[src/rtl/axis_checker_pkg.sv]
// Shared types and constants for the AXI-Stream checker.
// Holds the FSM encoding, LFSR seed/taps and the all-ones strobe helper.
package axis_checker_pkg;

    typedef enum logic [1:0] {
        S_IDLE  = 2'd0,
        S_RECV  = 2'd1,
        S_DRAIN = 2'd2
    } state_t;

    // Fibonacci LFSR, taps 8,6,5,4 -> bits 7,5,4,3
    localparam logic [7:0] LFSR_SEED = 8'hA5;
    localparam logic [7:0] LFSR_TAPS = 8'hB8;

    // Widest strobe the helper supports (DATA_WIDTH up to 1024)
    localparam int STRB_MAX = 128;

    // All-ones strobe for a DATA_WIDTH-bit bus, LSB-aligned in a STRB_MAX vector
    function automatic logic [STRB_MAX-1:0] strb_all_ones(input int data_width);
        logic [STRB_MAX-1:0] r;
        r = '0;
        for (int i = 0; i < STRB_MAX; i++) begin
            if (i < data_width / 8) r[i] = 1'b1;
        end
        return r;
    endfunction

endpackage

[src/rtl/axis_stream_checker_lfsr8.sv]
// 8-bit Fibonacci LFSR used to generate pseudo-random backpressure stalls.
// Advances every clock; reloads the seed on reset.
module lfsr8
    import axis_checker_pkg::*;
(
    input  logic       clk,
    input  logic       areset,
    output logic [7:0] q
);

    logic [7:0] r_q;

    // Shift left, XOR of tapped bits enters at bit 0
    always_ff @(posedge clk or posedge areset) begin
        if (areset) r_q <= LFSR_SEED;
        else        r_q <= {r_q[6:0], ^(r_q & LFSR_TAPS)};
    end

    assign q = r_q;

endmodule

[config.mk]
export PLATFORM = sky130hd
export DESIGN_NAME = lfsr8
export DESIGN_NICKNAME = d
export VERILOG_FILES = /design/src/rtl/axis_checker_pkg.sv /design/src/rtl/axis_stream_checker_lfsr8.sv
export SDC_FILE = /design/constraint.sdc
export NUM_CORES = 1
export LEC_CHECK = 0
export ABC_AREA = 1
export BUFFER_PORTS_ARGS = -buffer_cell sky130_fd_sc_hd__clkbuf_2
export CAP_MARGIN = 5
export CORE_AREA = 10 10 47 49
export CTS_BUF_LIST = sky130_fd_sc_hd__clkbuf_8 sky130_fd_sc_hd__clkbuf_16
export DETAILED_ROUTE_END_ITERATION = 10
export DIE_AREA = 0 0 57 59
export PLACE_DENSITY_LB_ADDON = 0.12
export SYNTH_ARGS = -nofsm -noshare
export SYNTH_HDL_FRONTEND = slang
export SYNTH_SLANG_ARGS = --single-unit
[constraint.sdc]
create_clock -name clk -period 1.7 [get_ports clk]
set_input_delay 0.085 -clock clk [delete_from_list [all_inputs] [get_ports clk]]
set_output_delay 0.085 -clock clk [all_outputs]
set_load 0.01 [all_outputs]
# Yosys cells after proc, flatten, opt, wreduce, memory -nomap -nowiden
# Cells that the tools add are included.
# op_classes
n_reduce_logical,1
# op_table
operator,count
XOR reduction 8 bit,1
# word_totals
wordCells,2
ff_bits,8
out_inout_bits,8

# Longest topological paths before layout
# logic_depth
ltp_word,1
mapped_depth,5
depth_no_buf,5

# Least setup slack after synthesis
# Ideal clock, no wire load.
# synth_path
path_type,register -> register
from,"reg r_q[5], in the netlist q[5]"
to,"reg r_q[0], in the netlist q[0]"
path_stages_with_launch,6
n_path_buf,0
setup_time_ps,75
synth_period_minus_slack_ps,871
t_arrival_ps,796
slack_ps,829
path_cell_list,dfstp_2 nand2_1 inv_1 nor2_1 nand2_1 nand2_1
# synth_between
elab_chain_len,1
# synth_rtl
element,line,source
start: declaration,axis_stream_checker_lfsr8.sv:11,logic [7:0] r_q;
start signal: assignment,axis_stream_checker_lfsr8.sv:16,"else r_q <= {r_q[6:0], ^(r_q & LFSR_TAPS)};"
XOR reduction 8 bit,axis_stream_checker_lfsr8.sv:16,
# No other way between the ends.

# Worst setup path after layout
# layout_path
from,"reg r_q[7], in the netlist q[7]"
to,out q[7]
# layout_rtl
element,line,source
end: declaration,axis_stream_checker_lfsr8.sv:8,output logic [7:0] q
# No word-level cell between the ends.

==> impl_metrics.py <==
metrics = {
    "logic_synthesis": {
        "synth_seq_cells": 8,
        "synth_edf_count": 0,
        "syn_nets": 26,
        "ys_top_cells_by_count": "8 x nand2_1, 5 x inv_1, 4 x dfrtp_1, 4 x dfstp_2",
        "netlist_instances": 24,
        "yosys_most_used_dff": "dfstp_2",
        "synth_area_per_cell_um2": 11.4,
        "synthArstFlopShare": 1.00,
        "synthesis.area_um2": 273,
        "synth_area_leaders": "dfstp_2 39%, dfrtp_1 37%, nand2_1 11%",
        "synth-seq-area-share": 0.752,
        "yosys.area.top_type_share": 0.385,
        "synth.distinct_cells": 7,
        "synth_top_area_cell": "dfstp_2",
        "ys_warn_count": 0,
        "synth.most_common_cell": "nand2_1",
    },
    "drt": {
        "drt-pass1-iter-count": 4,
        "wirelength_um": 520,
        "wl_per_cell_um": 9.81,
        "dr.first_iter.drc_count": 2,
        "antenna_left": 0,
        "post-route-drc-count": 0,
        "vias": 179,
        "viasPerCell": 3.38,
    },
    "sta": {
        "finalCritPeriodShare": 0.584,
        "fin_setup_tns_ps": 0,
        "max_clock_freq_mhz": 1010,
        "slew_violations": 0,
        "setup_violations": 0,
        "hold_viol": 0,
        "fin_worst_skew_ps": 0.235,
        "grt_setup_unrepaired": "no",
        "period_minus_slack_ps": 993,
        "tightest_slew_ps": 281,
        "slew_headroom": 0.813,
        "holdWs_ps": 322,
    },
    "die": {
        "die_h_um": 59,
        "die_area_mm2": 0.00336,
        "core-area_mm2": 0.00140,
        "io_pins": 10,
        "row_count": 14,
        "start_util": 0.195,
        "chipWidth_um": 57,
    },
    "critical_path": {
        "path_cells": "clkbuf_2",
        "ff2ff_path_depth": 5,
        "crit_required_ps": 1620,
        "crit_type": "reg2out",
        "slowest_stage": "dfstp_2",
        "max_stage_delay_ps": 550,
        "crit_buf_inv": 1,
        "timing.reg2reg.setup_slack_ps": 820,
        "r2r-end": "q[0]$_DFF_PP1_",
        "start_kind": "register",
        "critPathArrivalTime_ps": 910,
        "cp-end-kind": "primary output",
        "cp_top_family": "flip-flops",
        "r2r_start": "q[5]$_DFF_PP1_",
        "path_max_fanout": 4,
    },
    "finish": {
        "num-nets-final": 41,
        "largest_reg_flops": 8,
        "regArea_um2": 205,
        "multi_input_area_um2": 48.8,
        "drive_gt1_frac": 0.459,
        "n_antenna_cell": 0,
        "layoutNonFillerInstCount": 53,
        "nFillCells": 157,
        "syn2layout_area_growth_pct": 42.7,
    },
    "placed_design": {
        "gp_congestion": 0.662,
        "numPlacedInstances": 49,
        "portBuffers": 9,
        "dp_hpwl_um": 445,
    },
    "cts": {
        "cts.path.max_buffers": 2,
        "h-tree-depth": 1,
        "cts_tree": "built",
        "cts.sinks": 8,
        "cts_setup_buffers": 0,
        "clk_latency_ps": 220,
        "root_buffer": "clkbuf_8",
        "cts_buffers": 3,
        "clkTransAtPathRegs_ps": 40,
        "post_cts_resized": 0,
    },
    "grt": {
        "grt_antenna_before_repair": 0,
        "grt_max_degree": 9,
        "grt_pass1_wl_um": 910,
        "first_global_vias": 207,
        "overflow": 0,
        "grt_usage": 0.0364,
    },
    "job": {
        "drv_cap": 0,
    },
    "power": {
        "power.ir.vdd_worst_v": 0.000374,
        "clkPwrFrac": 0.519,
        "power.total_mw": 0.412,
        "p_int_mw": 0.347,
        "seqPwrFrac": 0.466,
        "powerDensity_mw_per_mm2": 1060,
        "power_frac_comb": 0.015,
        "p_leak_nw": 0.213,
        "p_sw_mw": 0.0655,
        "p_sw_frac": 0.159,
    },
    "status": {
        "status": "complete, no violations",
    },
    "min_path": {
        "hold_class": "in2async",
    },
}
==> cells by family after synthesis <==
logic type    share of synthesized area
xor+xnor                         0.0321
buf+inv                          0.0688
flops                             0.752
simple gates                      0.147
==> cells in the final DEF (no fill, tap or decap) <==
master	count
xnor2_1	1
dfstp_2	4
clkbuf_8	3
dfrtp_1	4
clkbuf_2	9
inv_1	5
nor2_2	1
dlygate4sd3_1	1
nor2_1	1
nand2_1	8
==> worst max-delay path by stage <==
stage                   start              to  cells past startpoint
3_3_place_gp   q[5]$_DFF_PP1_  q[0]$_DFF_PP1_                      5
4_1_cts        q[7]$_DFF_PP1_            q[7]                      1
3_5_place_dp   q[5]$_DFF_PP1_  q[0]$_DFF_PP1_                      5
5_1_grt        q[7]$_DFF_PP1_            q[7]                      1
2_1_floorplan  q[5]$_DFF_PP1_  q[0]$_DFF_PP1_                      5
6_report       q[7]$_DFF_PP1_            q[7]                      1
==> cell type report <==
cell class                 instances  share of cell area
clock buffer                       3               0.106
multi-input combinational         11               0.125
sequential                         8               0.527
tap                               16              0.0514
inverter                           5              0.0482
timing repair buffer              10               0.141
==> power by group through the flow <==
stage	clock network, mW	registers [mW]	logic (mW)
6_report	0.214	0.192	0.00613
5_1_grt	0.237	0.192	0.00715
3_3_place_gp	0	0.194	0.00460
2_1_floorplan	0	0.194	0.00289
3_5_place_dp	0	0.194	0.00479
4_1_cts	0.223	0.192	0.00647
==> per-layer routing <==
metal	vias to the layer above	wire (µm)	global-route usage
li1	93	-	-
met1	80	219	0.0396
met2	4	278	0.0512
met3	2	17	0.0129
met4	0	4	0.0403
met5	-	0	0
==> what timing repair did <==
action,CTS,global route
endpoints found under the setup margin,0,0
hold buffers,1,0
hold endpoints to repair,4,0
==> stage by stage <==
| step | utilization | cell area (µm²) | setup slack (ps) |
|---|---|---|---|
| final | 0.278 | 389 | 707 |
| after floorplan | - | 273 | 829 |
| after global placement | 0.241 | 338 | 812 |
| after detailed placement | 0.241 | 338 | 806 |
| after global routing | 0.278 | 389 | 660 |
| after CTS | 0.278 | 389 | 691 |
Power figures use the tool's default switching activity.
